--- config.mk ---
export PLATFORM = sky130hd
export DESIGN_NAME = seq_neuron
export DESIGN_NICKNAME = d
export VERILOG_FILES = /design/src/rtl/fnn_pkg.sv /design/src/rtl/seq_neuron_sm_mul.sv /design/src/rtl/seq_neuron.sv
export SDC_FILE = /design/constraint.sdc
export NUM_CORES = 1
export LEC_CHECK = 0
export CAP_MARGIN = 10
export CORE_ASPECT_RATIO = 0.7
export CORE_MARGIN = 2
export CORE_UTILIZATION = 55
export DETAILED_ROUTE_END_ITERATION = 6
export PLACE_DENSITY_LB_ADDON = 0.25
export SKIP_LAST_GASP = 1
export SYNTH_ARGS = -nofsm -noshare
export SYNTH_HDL_FRONTEND = slang
export SYNTH_SLANG_ARGS = --single-unit
--- constraint.sdc ---
create_clock -name clk -period 19.51 [get_ports clk]
set_input_delay 3.902 -clock clk [delete_from_list [all_inputs] [get_ports clk]]
set_output_delay 3.902 -clock clk [all_outputs]
set_load 0.03 [all_outputs]
--- src/rtl/fnn_pkg.sv ---
// Shared types and helpers for the FNN datapath.
//   nrn_state_t : sequential neuron FSM states
//   clog2       : ceiling log2, usable in parameter expressions
//   sm_to_tc    : sign-magnitude to two's complement
//   tc_to_sm_sat: two's complement to sign-magnitude with shift and saturation
package fnn_pkg;

  localparam int unsigned ACT_RELU  = 0;
  localparam int unsigned ACT_IDENT = 1;

  typedef enum logic [1:0] {
    ST_IDLE   = 2'd0,
    ST_ACCUM  = 2'd1,
    ST_FINISH = 2'd2,
    ST_OUT    = 2'd3
  } nrn_state_t;

  // Smallest r with 2**r >= v; clog2(1) = 0.
  function automatic int unsigned clog2(input int unsigned v);
    int unsigned r;
    r = 0;
    for (int i = 0; i < 32; i++) begin
      if ((64'(1) << i) < 64'(v)) r = 32'(i + 1);
    end
    return r;
  endfunction

  // Zero magnitude yields 0 whatever the sign, so -0 is harmless.
  function automatic logic signed [63:0] sm_to_tc(input logic sign, input logic [62:0] mag);
    return sign ? -$signed({1'b0, mag}) : $signed({1'b0, mag});
  endfunction

  function automatic logic [63:0] sat_mag(input logic [63:0] mag, input int unsigned mag_w);
    logic [63:0] max_mag;
    max_mag = (64'(1) << mag_w) - 64'(1);
    return (mag > max_mag) ? max_mag : mag;
  endfunction

  // Truncates |v| >> shift toward zero, saturates, and never returns -0.
  // Sign lands in bit mag_w, magnitude in the bits below it.
  function automatic logic [63:0] tc_to_sm_sat(input logic signed [63:0] v,
                                               input int unsigned mag_w,
                                               input int unsigned shift);
    logic        neg;
    logic [63:0] abs_v;
    logic [63:0] m;
    neg   = v[63];
    abs_v = neg ? 64'(-v) : 64'(v);
    m     = sat_mag(abs_v >> shift, mag_w);
    return (64'(neg && (m != 64'(0))) << mag_w) | m;
  endfunction

endpackage

--- src/rtl/seq_neuron_sm_mul.sv ---
// Combinational sign-magnitude multiplier.
//   a, b   : MAG_W+1 sign-magnitude operands (MSB = sign)
//   prod_c : 2*MAG_W+1 two's-complement product
module sm_mul
  import fnn_pkg::*;
#(
  parameter int unsigned MAG_W = 7
) (
  input  logic [MAG_W:0]          a,
  input  logic [MAG_W:0]          b,
  output logic signed [2*MAG_W:0] prod_c
);

  localparam int unsigned MW2    = 2 * MAG_W;
  localparam int unsigned PROD_W = 2 * MAG_W + 1;

  logic [MW2-1:0] mag;

  assign mag    = MW2'(a[MAG_W-1:0]) * MW2'(b[MAG_W-1:0]);
  assign prod_c = PROD_W'(sm_to_tc(a[MAG_W] ^ b[MAG_W], 63'(mag)));

endmodule

--- src/rtl/seq_neuron.sv ---
// Sequential neuron: one multiply-accumulate per accepted beat, then bias,
// shift, activation and sign-magnitude saturation.
//   start/bias           : begin inference, bias latched on accepted start
//   in_valid/in_ready    : activation/weight beat handshake (ready only in ACCUM)
//   in_act/in_weight     : sign-magnitude operands
//   out_valid/out_ready  : result handshake, out_data held until accepted
//   busy                 : high whenever not IDLE
module seq_neuron
  import fnn_pkg::*;
#(
  parameter int unsigned N_INPUTS = 62,
  parameter int unsigned MAG_W    = 7,
  parameter int unsigned SHIFT    = 8,
  parameter int unsigned ACT_MODE = 0
) (
  input  logic           clk,
  input  logic           rst_n,
  input  logic           start,
  input  logic [MAG_W:0] bias,
  input  logic           in_valid,
  output logic           in_ready,
  input  logic [MAG_W:0] in_act,
  input  logic [MAG_W:0] in_weight,
  output logic           out_valid,
  input  logic           out_ready,
  output logic [MAG_W:0] out_data,
  output logic           busy
);

  localparam int unsigned OP_W    = MAG_W + 1;
  localparam int unsigned ACC_W   = 2 * MAG_W + clog2(N_INPUTS) + 3;
  localparam int unsigned CNT_W   = clog2(N_INPUTS + 1);
  localparam int unsigned MAX_MAG = (1 << MAG_W) - 1;

  nrn_state_t               state;
  logic signed [ACC_W-1:0]  acc;
  logic [CNT_W-1:0]         cnt;
  logic [MAG_W:0]           bias_r;
  logic signed [2*MAG_W:0]  prod_c;
  logic signed [ACC_W-1:0]  bias_tc_c;
  logic signed [ACC_W-1:0]  sum_c;
  logic [MAG_W:0]           res_c;

  sm_mul #(.MAG_W(MAG_W)) u_mul (
    .a      (in_act),
    .b      (in_weight),
    .prod_c (prod_c)
  );

  // Post-processing of the finished accumulation; only sampled in FINISH.
  always_comb begin
    bias_tc_c = ACC_W'(sm_to_tc(bias_r[MAG_W], 63'(bias_r[MAG_W-1:0]) * 63'(MAX_MAG)));
    sum_c     = acc + bias_tc_c;
    res_c     = OP_W'(tc_to_sm_sat(64'(sum_c), MAG_W, SHIFT));
    if (ACT_MODE == ACT_RELU && sum_c[ACC_W-1]) res_c = '0;
  end

  // FSM with registered handshake outputs.
  always_ff @(posedge clk) begin
    if (!rst_n) begin
      state     <= ST_IDLE;
      acc       <= '0;
      cnt       <= '0;
      bias_r    <= '0;
      in_ready  <= 1'b0;
      out_valid <= 1'b0;
      out_data  <= '0;
      busy      <= 1'b0;
    end else begin
      case (state)
        ST_IDLE: begin
          if (start) begin
            bias_r   <= bias;
            acc      <= '0;
            cnt      <= '0;
            in_ready <= 1'b1;
            busy     <= 1'b1;
            state    <= ST_ACCUM;
          end
        end
        ST_ACCUM: begin
          if (in_valid) begin
            acc <= acc + ACC_W'(prod_c);
            cnt <= cnt + CNT_W'(1);
            if (cnt == CNT_W'(N_INPUTS - 1)) begin
              in_ready <= 1'b0;
              state    <= ST_FINISH;
            end
          end
        end
        ST_FINISH: begin
          out_data  <= res_c;
          out_valid <= 1'b1;
          state     <= ST_OUT;
        end
        ST_OUT: begin
          if (out_ready) begin
            out_valid <= 1'b0;
            busy      <= 1'b0;
            state     <= ST_IDLE;
          end
        end
        default: state <= ST_IDLE;
      endcase
    end
  end

endmodule

# After elaboration in Yosys (flattened, before gate mapping)
# Index checks and enable logic that the tools add are counted.
word_totals:
  ff_bits: 50
  inputBits: 29
  output_inout_bits: 11
  wordCells: 62
op_classes:
  n_addsub: 6
  n_mul: 2
  n_lt_le_gt_ge: 1
  n_eq_ne: 8
  n_mux: 23
  bitwise: 2
  n_reduce_logical: 12
op_table:
  columns: ["cell", "count"]
  rows:
  - ["23-bit two-way mux", 3]
  - ["64-bit two-way mux", 1]
  - ["23-bit negation with 64-bit output", 1]
  - ["64-bit nonzero test", 1]
  - ["56-bit by 7-bit > comparator with 1-bit output (second input constant)", 1]
  - ["56-bit two-way mux", 1]
  - ["23-bit case mux with 2 select lines", 1]
  - ["23-bit by 15-bit adder with 23-bit output", 1]
  - ["23-bit adder", 1]
  - ["14-bit negation with 23-bit output", 1]
  - ["15-bit two-way mux", 1]
  - ["14-bit negation with 15-bit output", 1]
  - ["7-bit by 7-bit multiplier with 14-bit output", 1]
  - ["7-bit by 7-bit multiplier with 14-bit output (second input constant)", 1]
  - ["6-bit two-way mux", 2]
  - ["6-bit case mux with 2 select lines", 1]
  - ["2-bit two-way mux", 4]
  - ["8-bit two-way mux", 1]
  - ["2-bit != test (second input constant)", 4]
  - ["8-bit bitwise OR", 1]
  - ["2-bit case mux with 4 select lines", 1]
  - ["4-bit AND reduction", 2]
  - ["6-bit by 1-bit adder with 6-bit output (second input constant)", 1]
  - ["6-bit == test (second input constant)", 1]
  - ["other kinds (10)", 20]

# Logic depth before layout (Yosys ltp)
# Gate-level depths: netlist (run 1).
logic_depth:
  ltp_word: 12
  mapped_depth: 28

# Hierarchy
# From an unflattened synthesis (run 1), not the netlist that was laid out.
hier_totals:
  cells_unflattened: 953
  area_unflattened_um2: 7923.8
modules_own_cells:
  columns: ["mod", "instances", "cells_per_inst", "area_per_inst_um2", "seq_area_each_um2"]
  rows:
  - ["seq_neuron", 1, 719, 5919.4, 1001.0]
  - ["sm_mul", 1, 234, 2004.4, 0.0]

# Worst setup path after synthesis (run 1)
# No wires, ideal clock.
synth_path:
  path_kind: "input to register"
  from: "input port in_act[3]"
  to: "register acc[22]"
  setup_time_ns: 0.132
  arrival_ns: 9.867
  t_required_ns: 19.378
  path_slack_ns: 9.511
  cell_stages: 23
  n_path_buf: 0
  cell_sequence: "and2_1 fa_1 inv_1 fa_1 fa_1 inv_1 fa_1 ha_1 nor3_1 nor2_1 a311oi_2 xnor2_1 or4_1 o41ai_2 inv_1 ha_1 or3_1 o31ai_1 o211ai_1 a41oi_1 xnor2_1 mux2i_1 a21oi_1"
synth_via:
  elab_chain_len: 6
synth_lines:
  columns: ["element", "line_no", "text"]
  rows:
  - ["from (decl)", "seq_neuron.sv:22", "input logic [MAG_W:0] in_act,"]
  - ["7-bit by 7-bit multiplier with 14-bit output (*)", "seq_neuron_sm_mul.sv:19", "assign mag = MW2'(a[MAG_W-1:0]) * MW2'(b[MAG_W-1:0]);"]
  - ["14-bit negation with 15-bit output", "fnn_pkg.sv:30", "return sign ? -$signed({1'b0, mag}) : $signed({1'b0, mag});"]
  - ["15-bit two-way mux (*)", "fnn_pkg.sv:30", null]
  - ["23-bit by 15-bit adder with 23-bit output (*)", "seq_neuron.sv:83", "acc <= acc + ACC_W'(prod_c);"]
  - ["23-bit two-way mux (*)", "seq_neuron.sv:82", "if (in_valid) begin"]
  - ["23-bit case mux with 2 select lines (*)", "seq_neuron.sv:70", "case (state)"]
  - ["to (signal assigned)", "seq_neuron.sv:83", null]
  - ["to (decl)", "seq_neuron.sv:36", "logic signed [ACC_W-1:0] acc;"]
# Every way passes the cells marked *; elsewhere a longest branch is shown, timed or not. The select of a mux whose other input is x is not followed.
# A chain may end at the register's enable or synchronous reset.

# Worst setup path in the final report (run 1)
# Same ends and word-level chain as after synthesis.

==> impl_table.tex, run 1 <==
\begin{tabular}{lr}
\hline
Metric & Value \\
\hline
\multicolumn{2}{l}{\textbf{Detailed routing}} \\
Via count & 6669 \\
Mean routed wirelength per cell & 14.5 um \\
Total wire length & 17.0 mm \\
Detailed router's first-iteration violation count & 484 \\
Final antenna-violating net count & 0 \\
Number of DRC violations after detailed routing & 0 \\
Detailed-route vias per instance & 5.68 \\
DR pass1 iterations & 5 \\
\multicolumn{2}{l}{\textbf{Synth}} \\
Count of flip-flops with a built-in enable after synthesis & 0 \\
Cell types occupying the most area after synthesis & sky130\_fd\_sc\_hd\_\_ha\_1, sky130\_fd\_sc\_hd\_\_dfxtp\_1, sky130\_fd\_sc\_hd\_\_fa\_1 \\
Cells after synthesis & 952 \\
Ys async rst share & 0\% \\
Most used DFF post-synth & sky130\_fd\_sc\_hd\_\_dfxtp\_1 \\
Synth top area share & 18.8\% \\
Nets in the synthesized netlist & 1140 \\
Synth unique cells & 70 \\
Most used standard cells in the synthesized netlist & sky130\_fd\_sc\_hd\_\_ha\_1, sky130\_fd\_sc\_hd\_\_nand2\_1, sky130\_fd\_sc\_hd\_\_inv\_1 \\
Number of synthesized register bits & 50 \\
Count of yosys warnings during synthesis & 0 \\
Most frequent cell after synthesis & sky130\_fd\_sc\_hd\_\_ha\_1 \\
Post-Syn Area per Cell & 7.96 um2 \\
Seq/Total Area, Yosys & 13.2\% \\
Cell taking the most area after synthesis & sky130\_fd\_sc\_hd\_\_ha\_1 \\
Netlist area before placement & 7580 um2 \\
\multicolumn{2}{l}{\textbf{Floorplan}} \\
Floorplan row count & 35 \\
Height of the die & 102 um \\
Floorplan Core Area & 13300 um2 \\
Starting density of the core & 57.0\% \\
Area enclosed by the die boundary & 14800 um2 \\
Width of the die & 144 um \\
Count of pins on the block boundary & 40 \\
\multicolumn{2}{l}{\textbf{Critical path}} \\
End of the worst register-to-register path & out\_data[4] \\
Maximum fanout along the worst path & 8 \\
List of cells traversed by the critical path & clkdlybuf4s50\_1 -> and2\_1 -> fa\_1 -> inv\_1 -> fa\_1 -> fa\_1 -> inv\_1 -> fa\_1 -> ha\_1 -> a21o\_1 -> nand2\_1 -> a31oi\_1 -> xor2\_1 -> or4\_1 -> o41ai\_2 -> inv\_1 -> ha\_1 -> or3\_1 -> o31ai\_1 -> o211ai\_1 -> a41oi\_1 -> xnor2\_1 -> mux2i\_1 -> a21oi\_1 \\
Origin of the critical flop-to-flop path & bias\_r[4] \\
Worst R2R Setup Slack & 11.48 ns \\
Setup crit start kind & input port \\
Worst setup path class & input port to register \\
Kind of cell adding the most delay to the critical path & adder cells \\
Critical path arrival & 11.09 ns \\
Combined buffer and inverter count along the critical path & 4 \\
Count of cells along the worst register-to-register path & 27 \\
CP endpoint kind & register \\
Slowest cell delay on critical path & 0.57 ns \\
Most common cell type on the critical path & sky130\_fd\_sc\_hd\_\_fa\_1 \\
Required arrival time at the worst endpoint & 19.68 ns \\
Worst path slowest cell & sky130\_fd\_sc\_hd\_\_or4\_1 \\
\multicolumn{2}{l}{\textbf{Timing}} \\
Setup total negative slack & 0 ns \\
Final min period & 10.92 ns \\
Max-slew headroom at the worst pin & 34.0\% \\
Number of hold violations in the final report & 0 \\
Post-Route Hold Slack & 0.463 ns \\
Ratio of final minimum period to clock period & 56.0\% \\
Largest clock skew in the final design & 0.00953 ns \\
Unrepaired setup endpoints after global routing & false \\
Maximum clock frequency & 91.6 MHz \\
Max-slew violation count & 0 \\
Number of setup violations in the final report & 0 \\
Worst setup margin & 8.59 ns \\
Slew of the pin with the lowest slew margin & 0.982 ns \\
\multicolumn{2}{l}{\textbf{Pwr}} \\
Relative contribution of the clock network to total power & 8.8\% \\
Switching Share & 52.0\% \\
Leakage power summed over all cells & 3.85 nW \\
Maximum vdd ir drop & 0.0000644 V \\
Int Power & 0.557 mW \\
Portion of total power attributed to sequential cells & 12.9\% \\
PwrDens & 139 nW/um2 \\
Overall power consumption & 1.16 mW \\
Part of the total power dissipated in combinational logic & 78.4\% \\
Psw & 0.602 mW \\
\multicolumn{2}{l}{\textbf{Final layout}} \\
Finished Cell Area & 8340 um2 \\
Non-filler instance count after layout & 1174 \\
Fraction of final layout cells sized beyond drive strength 1 & 2.93\% \\
Layout Utilization & 62.7\% \\
Syn-to-layout area delta & 10.0\% \\
Diode count & 0 \\
Net total in the final layout & 1176 \\
\multicolumn{2}{l}{\textbf{Global routing}} \\
First-pass GRT wire length & 28.3 mm \\
Pin count of the biggest net entering global routing & 38 \\
Vias in the first global route & 5890 \\
Remaining global-route overflow & 0 \\
Total global routing track utilization & 23.9\% \\
Antenna violations before repair & 0 \\
\multicolumn{2}{l}{\textbf{Worst hold path}} \\
Class of the most critical hold timing path & register to register \\
Startpoint of the tightest hold check path & out\_data[7] \\
Hold Path Depth & 1 \\
Worst-case hold path end point & out\_data[7] \\
\multicolumn{2}{l}{\textbf{Clocking}} \\
Number of setup buffers added after CTS & 0 \\
Maximum clock insertion buffer count & 2 \\
Clock latency of the later-clocked register in the worst-skew pair & 0.30 ns \\
Hold-fix buffer count after cts & 0 \\
Number of buffers inserted during clock tree synthesis & 5 \\
Number of clock sinks & 50 \\
CTS root buf & sky130\_fd\_sc\_hd\_\_clkbuf\_16 \\
Maximum level of the CTS H-tree & 2 \\
Clock transition at path regs & 0.07 ns \\
Clock tree from TritonCTS & done \\
Gates resized, CTS repair & 0 \\
\multicolumn{2}{l}{\textbf{Status}} \\
Result of the run & finished clean \\
\multicolumn{2}{l}{\textbf{Run}} \\
Max-cap viol count & 0 \\
\multicolumn{2}{l}{\textbf{Placement}} \\
Post-Place Setup Slack & 8.38 ns \\
Quantity of I/O buffers inserted on ports & 39 \\
Placer congestion estimate & 0.895 \\
Detailed placer's ending HPWL & 14.0 mm \\
Placed Cells incl. Taps & 1165 \\
Post-placement cell area & 8170 um2 \\
\hline
\end{tabular}
## area by class of cell
cell class	instances	area (um2)
clock inverters	3	40.0
repair buffers	42	410
inverters	103	387
well taps	185	231
clock buffers	5	125
flip-flops and latches	50	1000
fillers	1235	4970
multi-input cells	786	6150
## cell families after synthesis
logic type / share of synthesized area (%)
compound gates: 19.3
xor+xnor: 8.91
fa+ha+maj: 30.7
buf+inv: 5.74
flops: 13.2
mux: 1.53
simple gates: 20.6
## power groups by stage
stage               clock network (mW)  logic [mW]  registers [mW]
floorplan                            0       0.711           0.156
global placement                     0       0.886           0.150
detailed placement                   0       0.898           0.151
CTS                              0.104       0.904           0.148
global route                     0.109        1.02           0.152
finish                           0.102       0.908           0.149
## placed cells by master (no fill, tap or decap), types with 22 or more instances in the layout
cell and count:
sky130_fd_sc_hd__inv_1 103, sky130_fd_sc_hd__ha_1 114, sky130_fd_sc_hd__nand2_1 105, sky130_fd_sc_hd__and2_1 27, sky130_fd_sc_hd__fa_1 45, sky130_fd_sc_hd__o21ai_0 30
sky130_fd_sc_hd__dfxtp_1 50, sky130_fd_sc_hd__nor2_1 92, sky130_fd_sc_hd__nor3_1 28, sky130_fd_sc_hd__clkdlybuf4s50_1 39, sky130_fd_sc_hd__xnor2_1 52, sky130_fd_sc_hd__a21oi_1 49
sky130_fd_sc_hd__nand3_1 25, sky130_fd_sc_hd__xor2_1 22
## how the worst max path moves through the flow
stage | cells past startpoint | start | end
3_5_place_dp | 24 | in_act[3] | acc[22]
6_report | 24 | in_act[3] | acc[22]
3_3_place_gp | 24 | in_act[3] | acc[22]
2_1_floorplan | 23 | in_act[3] | acc[22]
5_1_grt | 24 | in_act[3] | acc[22]
4_1_cts | 24 | in_act[3] | acc[22]
## worst reg2reg max path, stage by stage (launching register included)
cell and delay (ns):
sky130_fd_sc_hd__dfxtp_1 0.48, sky130_fd_sc_hd__inv_1 0.18, sky130_fd_sc_hd__fa_1 0.55, sky130_fd_sc_hd__fa_1 0.59, sky130_fd_sc_hd__fa_1 0.44, sky130_fd_sc_hd__fa_1 0.53, sky130_fd_sc_hd__inv_1 0.05, sky130_fd_sc_hd__ha_1 0.34
sky130_fd_sc_hd__a21oi_1 0.20, sky130_fd_sc_hd__nand2b_1 0.18, sky130_fd_sc_hd__nand4_1 0.16, sky130_fd_sc_hd__and2_1 0.23, sky130_fd_sc_hd__nor2_1 0.09, sky130_fd_sc_hd__nand2_1 0.06, sky130_fd_sc_hd__or3_1 0.36, sky130_fd_sc_hd__o31ai_1 0.83
sky130_fd_sc_hd__xnor2_1 0.16, sky130_fd_sc_hd__ha_1 0.28, sky130_fd_sc_hd__a21o_1 0.19, sky130_fd_sc_hd__a21o_1 0.17, sky130_fd_sc_hd__a21o_1 0.22, sky130_fd_sc_hd__o311ai_2 0.28, sky130_fd_sc_hd__o211ai_1 0.18, sky130_fd_sc_hd__o41ai_1 0.55
sky130_fd_sc_hd__clkbuf_2 0.27, sky130_fd_sc_hd__nor2_1 0.06, sky130_fd_sc_hd__mux2i_1 0.15, sky130_fd_sc_hd__o211ai_1 0.11
## flip-flops by register name, indices dropped and copies added, names as in the netlist
register	flops
busy	1
cnt	6
out_valid	1
in_ready	1
state	2
acc	23
bias_r	8
out_data	8
## per-layer routing
metal | up-vias | global-route usage (%) | routed length (um)
met5 | - | 0 | 0
met4 | 0 | 4.33 | 158
met3 | 14 | 2.91 | 812
met2 | 149 | 34.1 | 6810
met1 | 3101 | 38.6 | 9220
li1 | 3405 | - | -
Note: power is estimated with default switching activity, not from simulation.
==> run 2: changes to the inputs <==
==> constraint.sdc (replaced) <==
create_clock -name clk -period 9.05 [get_ports clk]
set_input_delay 1.81 -clock clk [delete_from_list [all_inputs] [get_ports clk]]
set_output_delay 1.81 -clock clk [all_outputs]
set_load 0.03 [all_outputs]
==> run 2 against run 1 <==
Flip-flop and latch count did not move. Total power rose by 120%. Wire length rose by 1.4%. Count of clock-buffer cells in the layout did not move. Via count rose by 0.27%. Worst setup slack got worse by 8.2 ns. Global-route usage rose by 0.14 points. First-iteration DRC count fell by 15%. Design area rose by 0.72%. Register-to-register slack got worse by 10 ns.
==> impl_table.tex, run 2 (same netlist as run 1, synthesis figures left out) <==
\begin{tabular}{lr}
\hline
Metric & Value \\
\hline
\multicolumn{2}{l}{\textbf{Final layout}} \\
Largest register FFs & 23 \\
Biggest registers after layout & acc x23, bias\_r x8, out\_data x8 \\
Commonest non-fill, non-tap cells in the layout & sky130\_fd\_sc\_hd\_\_ha\_1, sky130\_fd\_sc\_hd\_\_nand2\_1, sky130\_fd\_sc\_hd\_\_inv\_1 \\
Syn-to-layout area delta & 10.8\% \\
Most flop-heavy register & acc \\
Finished Cell Area & 8400 um2 \\
Diode count & 0 \\
Net total in the final layout & 1183 \\
Fraction of final layout cells sized beyond drive strength 1 & 3.61\% \\
Commonest non-fill, non-tap cell in the layout & sky130\_fd\_sc\_hd\_\_ha\_1 \\
\multicolumn{2}{l}{\textbf{Floorplan}} \\
Area enclosed by the die boundary & 14800 um2 \\
Height of the die & 102 um \\
Starting density of the core & 57.0\% \\
Floorplan Core Area & 13300 um2 \\
Width of the die & 144 um \\
Floorplan row count & 35 \\
Count of pins on the block boundary & 40 \\
\multicolumn{2}{l}{\textbf{Status}} \\
Result of the run & finished clean \\
\multicolumn{2}{l}{\textbf{Global routing}} \\
Vias in the first global route & 5943 \\
GR Util met1 & 37.7\% \\
Routing usage on met2 & 35.3\% \\
Grt met3 use & 3.98\% \\
Remaining global-route overflow & 0 \\
First-pass GRT wire length & 28.7 mm \\
Grt peak-use layer & met1 \\
Antenna violations before repair & 0 \\
Pin count of the biggest net entering global routing & 38 \\
Total global routing track utilization & 24.1\% \\
\multicolumn{2}{l}{\textbf{Pwr}} \\
PwrDens & 299 nW/um2 \\
Overall power consumption & 2.51 mW \\
Maximum vdd ir drop & 0.000155 V \\
Leakage power summed over all cells & 3.87 nW \\
\multicolumn{2}{l}{\textbf{Critical path}} \\
Most common cell type on the critical path & sky130\_fd\_sc\_hd\_\_fa\_1 \\
Critical path arrival & 8.80 ns \\
Setup crit start kind & input port \\
Required arrival time at the worst endpoint & 9.22 ns \\
Slowest cell delay on critical path & 0.55 ns \\
Worst path slowest cell & sky130\_fd\_sc\_hd\_\_fa\_1 \\
CP endpoint kind & register \\
Maximum fanout along the worst path & 7 \\
Worst setup path class & input port to register \\
\multicolumn{2}{l}{\textbf{Timing}} \\
Number of setup violations in the final report & 0 \\
Max-slew headroom at the worst pin & 32.6\% \\
Maximum clock frequency & 116 MHz \\
Largest clock skew in the final design & 0.00672 ns \\
Slew of the pin with the lowest slew margin & 1.00 ns \\
Max-slew violation count & 0 \\
Ratio of final minimum period to clock period & 95.4\% \\
Unrepaired setup endpoints after global routing & false \\
Number of hold violations in the final report & 0 \\
Post-Route Hold Slack & 0.473 ns \\
Setup total negative slack & 0 ns \\
Final min period & 8.63 ns \\
\multicolumn{2}{l}{\textbf{Detailed routing}} \\
Via count & 6687 \\
Total wire length & 17.2 mm \\
Detailed router's first-iteration violation count & 411 \\
Final antenna-violating net count & 0 \\
DR pass1 iterations & 4 \\
Detailed-route vias per instance & 5.66 \\
Number of DRC violations after detailed routing & 0 \\
Mean routed wirelength per cell & 14.6 um \\
\multicolumn{2}{l}{\textbf{Placement}} \\
Detailed placer's ending HPWL & 14.2 mm \\
Post-placement cell area & 8230 um2 \\
Placer congestion estimate & 0.879 \\
Quantity of I/O buffers inserted on ports & 39 \\
\multicolumn{2}{l}{\textbf{Clocking}} \\
Clock tree from TritonCTS & done \\
Number of clock sinks & 50 \\
Hold-fix buffer count after cts & 0 \\
Maximum clock insertion buffer count & 2 \\
Clock transition at path regs & 0.07 ns \\
CTS root buf & sky130\_fd\_sc\_hd\_\_clkbuf\_16 \\
Gates resized, CTS repair & 0 \\
Maximum level of the CTS H-tree & 2 \\
Number of setup buffers added after CTS & 0 \\
Clock latency of the later-clocked register in the worst-skew pair & 0.30 ns \\
Number of buffers inserted during clock tree synthesis & 5 \\
\multicolumn{2}{l}{\textbf{Worst hold path}} \\
Class of the most critical hold timing path & register to register \\
\multicolumn{2}{l}{\textbf{Run}} \\
Max-cap viol count & 0 \\
\hline
\end{tabular}
run 2: cell count changes in the layout (fill, tap and decap cells not counted):
cell                         change
sky130_fd_sc_hd__clkinv_2        -2
sky130_fd_sc_hd__clkinvlp_4      +2
sky130_fd_sc_hd__buf_4           +8
sky130_fd_sc_hd__clkbuf_2        -1
run 2: path summary, 6_finish.rpt:
| path | startpoint | end | slack, ns | cells past startpoint |
|---|---|---|---|---|
| max reg2reg | bias_r[4] | out_data[2] | 1.00 | 25 |
| max | in_act[5] | acc[22] | 0.42 | 27 |
| min | out_data[4] | out_data[4] | 0.47 | 2 |
| min reg2reg | out_data[4] | out_data[4] | 0.47 | 2 |
run 2: worst max-delay path, delay by kind of cell:
kind | cells | cell delay, ns
adder cells (fa/ha/maj) | 6 | 2.69
AO/OA/AOI/OAI | 8 | 1.62
AND/OR/NAND/NOR | 6 | 1.28
buffers and inverters | 3 | 0.65
XOR/XNOR | 3 | 0.50
multiplexers | 1 | 0.21
run 2: stage by stage:
step                utilization [%]  worst slack, ns  cells
floorplan                         -             1.14    952
global placement               61.8            0.316   1173
detailed placement             61.8            0.192   1173
CTS                            63.1            0.485   1181
global route                   63.1           0.0151   1181
finish                         63.1            0.418   1181
run 2: routing by layer:
layer | share of wire [%] | routed length, um
met2 | 41 | 7070
met1 | 53 | 9070
met5 | 0 | 0
met3 | 6.1 | 1050
met4 | 0.34 | 58
run 2: final cells by class:
| cell class | count | area [um2] |
|---|---|---|
| inverter | 103 | 387 |
| sequential | 50 | 1000 |
| tap | 185 | 231 |
| clock buffer | 5 | 125 |
| timing repair buffer | 49 | 465 |
| clock inverter | 3 | 45.0 |
| multi-input combinational | 786 | 6150 |
| fill | 1179 | 4910 |
run 2: where the power goes:
part | switching, mW | total, mW | internal [mW]
clock | 0.0934 | 0.224 | 0.131
sequential | 0.0552 | 0.321 | 0.266
combinational | 1.16 | 1.96 | 0.806
total | 1.31 | 2.51 | 1.20
==> run 3: changes to the inputs <==
--- a/config.mk
+++ b/config.mk
@@ -6,9 +6,11 @@
 export NUM_CORES = 1
 export LEC_CHECK = 0
 export CAP_MARGIN = 10
+export CELL_PAD_IN_SITES_DETAIL_PLACEMENT = 1
+export CELL_PAD_IN_SITES_GLOBAL_PLACEMENT = 2
 export CORE_ASPECT_RATIO = 0.7
 export CORE_MARGIN = 2
-export CORE_UTILIZATION = 55
+export CORE_UTILIZATION = 34
 export DETAILED_ROUTE_END_ITERATION = 6
 export PLACE_DENSITY_LB_ADDON = 0.25
 export SKIP_LAST_GASP = 1
==> run 3 against run 2 <==
Register-to-register slack improved by 0.29 ns. Hold slack worse by 0.013 ns. Critical path type unchanged. Critical endpoint unchanged. Core utilization decreased by 24 points. Count of clock-buffer cells in the layout unchanged.
==> impl_table.tex, run 3 (same netlist as run 1, synthesis figures left out) <==
\begin{tabular}{lr}
\hline
Metric & Value \\
\hline
\multicolumn{2}{l}{\textbf{Pwr}} \\
Maximum vdd ir drop & 0.000120 V \\
PwrDens & 304 nW/um2 \\
Switching Share & 52.5\% \\
Overall power consumption & 2.62 mW \\
Int Power & 1.24 mW \\
Leakage power summed over all cells & 3.92 nW \\
Psw & 1.38 mW \\
Portion of total power attributed to sequential cells & 12.4\% \\
Relative contribution of the clock network to total power & 9.5\% \\
Part of the total power dissipated in combinational logic & 78.1\% \\
\multicolumn{2}{l}{\textbf{Worst hold path}} \\
Class of the most critical hold timing path & register to register \\
\multicolumn{2}{l}{\textbf{Critical path}} \\
Worst setup path class & input port to register \\
Setup crit start kind & input port \\
CP endpoint kind & register \\
Most common cell type on the critical path & sky130\_fd\_sc\_hd\_\_fa\_1 \\
Maximum fanout along the worst path & 7 \\
Worst path slowest cell & sky130\_fd\_sc\_hd\_\_clkdlybuf4s50\_1 \\
Slowest cell delay on critical path & 0.61 ns \\
Combined buffer and inverter count along the critical path & 2 \\
Required arrival time at the worst endpoint & 9.22 ns \\
Critical path arrival & 8.62 ns \\
Kind of cell adding the most delay to the critical path & adder cells \\
\multicolumn{2}{l}{\textbf{Floorplan}} \\
Floorplan row count & 45 \\
Height of the die & 129 um \\
Count of pins on the block boundary & 40 \\
Starting density of the core & 34.8\% \\
Floorplan Core Area & 21800 um2 \\
Width of the die & 182 um \\
Area enclosed by the die boundary & 23500 um2 \\
\multicolumn{2}{l}{\textbf{Clocking}} \\
Maximum clock insertion buffer count & 2 \\
Number of clock sinks & 50 \\
Clock transition at path regs & 0.07 ns \\
Maximum level of the CTS H-tree & 2 \\
Hold-fix buffer count after cts & 0 \\
Clock tree from TritonCTS & done \\
Clock latency of the later-clocked register in the worst-skew pair & 0.29 ns \\
CTS root buf & sky130\_fd\_sc\_hd\_\_clkbuf\_16 \\
Number of buffers inserted during clock tree synthesis & 5 \\
\multicolumn{2}{l}{\textbf{Final layout}} \\
Largest register FFs & 23 \\
Finished Cell Area & 8610 um2 \\
Layout fillers & 2651 \\
Most flop-heavy register & acc \\
Non-filler instance count after layout & 1285 \\
Commonest non-fill, non-tap cells in the layout & sky130\_fd\_sc\_hd\_\_ha\_1, sky130\_fd\_sc\_hd\_\_nand2\_1, sky130\_fd\_sc\_hd\_\_inv\_1 \\
Area of the multi-input gates & 6160 um2 \\
Diode count & 0 \\
Net total in the final layout & 1190 \\
Commonest non-fill, non-tap cell in the layout & sky130\_fd\_sc\_hd\_\_ha\_1 \\
Flip-flop and latch area & 1000 um2 \\
Biggest registers after layout & acc x23, bias\_r x8, out\_data x8 \\
Syn-to-layout area delta & 13.6\% \\
Fraction of final layout cells sized beyond drive strength 1 & 4.59\% \\
\multicolumn{2}{l}{\textbf{Detailed routing}} \\
Mean routed wirelength per cell & 16.3 um \\
Detailed-route vias per instance & 5.17 \\
Total wire length & 21.0 mm \\
Detailed router's first-iteration violation count & 274 \\
Final antenna-violating net count & 0 \\
DR pass1 iterations & 4 \\
Number of DRC violations after detailed routing & 0 \\
Via count & 6648 \\
\multicolumn{2}{l}{\textbf{Timing}} \\
Final min period & 8.45 ns \\
Largest clock skew in the final design & 0.00809 ns \\
Max-slew violation count & 0 \\
Setup total negative slack & 0 ns \\
Number of hold violations in the final report & 0 \\
Number of setup violations in the final report & 0 \\
Ratio of final minimum period to clock period & 93.4\% \\
Unrepaired setup endpoints after global routing & false \\
Maximum clock frequency & 118 MHz \\
Slew of the pin with the lowest slew margin & 0.939 ns \\
Max-slew headroom at the worst pin & 37.3\% \\
\multicolumn{2}{l}{\textbf{Global routing}} \\
First-pass GRT wire length & 35.3 mm \\
Total global routing track utilization & 18.5\% \\
Remaining global-route overflow & 0 \\
Pin count of the biggest net entering global routing & 39 \\
Antenna violations before repair & 0 \\
Vias in the first global route & 6666 \\
\multicolumn{2}{l}{\textbf{Placement}} \\
Quantity of I/O buffers inserted on ports & 39 \\
Placer congestion estimate & 0.840 \\
Post-placement cell area & 8410 um2 \\
Placed Cells incl. Taps & 1277 \\
Detailed placer's ending HPWL & 17.6 mm \\
\multicolumn{2}{l}{\textbf{Run}} \\
Max-cap viol count & 0 \\
\multicolumn{2}{l}{\textbf{Status}} \\
Result of the run & finished clean \\
\hline
\end{tabular}
-- run 3: final cells by class --
cell class                      count  area share, %
Sequential cell                    50           11.6
Multi-Input combinational cell    786           71.5
Tap cell                          282           4.10
Clock inverter                      3          0.799
Inverter                          103           4.49
Clock buffer                        5           1.45
Timing Repair Buffer               56           6.01
-- run 3: path summary, 6_finish.rpt --
kind                                   start     endpoint  slack (ns)  depth (start not counted)
worst max register to register     bias_r[0]  out_data[0]        1.29                         26
worst min register to register   out_data[7]  out_data[7]        0.46                          1
worst min-delay path             out_data[7]  out_data[7]        0.46                          1
worst max-delay path            in_weight[5]      acc[22]        0.60                         26
-- run 3: through the flow --
stage          hold WS, ns  util, %  worst slack, ns
2_1_floorplan        0.453        -             1.14
3_3_place_gp         0.442     38.6            0.244
3_5_place_dp         0.451     38.6           0.0737
4_1_cts              0.470     39.5            0.379
5_1_grt              0.498     39.5           0.0573
6_report             0.460     39.5            0.599
-- run 3: power by group through the flow --
stage	Combinational, mW	Clock (mW)	Sequential, mW
2_1_floorplan	1.53	0	0.336
3_3_place_gp	2.04	0	0.329
3_5_place_dp	2.06	0	0.330
4_1_cts	2.07	0.257	0.325
5_1_grt	2.32	0.267	0.332
6_report	2.05	0.250	0.324
-- run 3: routing by layer --
| metal | vias to the layer above | routed length [um] | track usage (%) |
|---|---|---|---|
| met4 | 0 | 41 | 1.14 |
| met1 | 3154 | 11700 | 29.5 |
| met5 | - | 0 | 0 |
| met3 | 4 | 873 | 1.95 |
| met2 | 67 | 8350 | 27.4 |
| li1 | 3423 | - | - |
-- run 3: timing repair --
item                                    4_1_cts  5_1_grt
endpoints found under the setup margin        0        1
resized for setup                             0        2
setup buffers                                 0        0
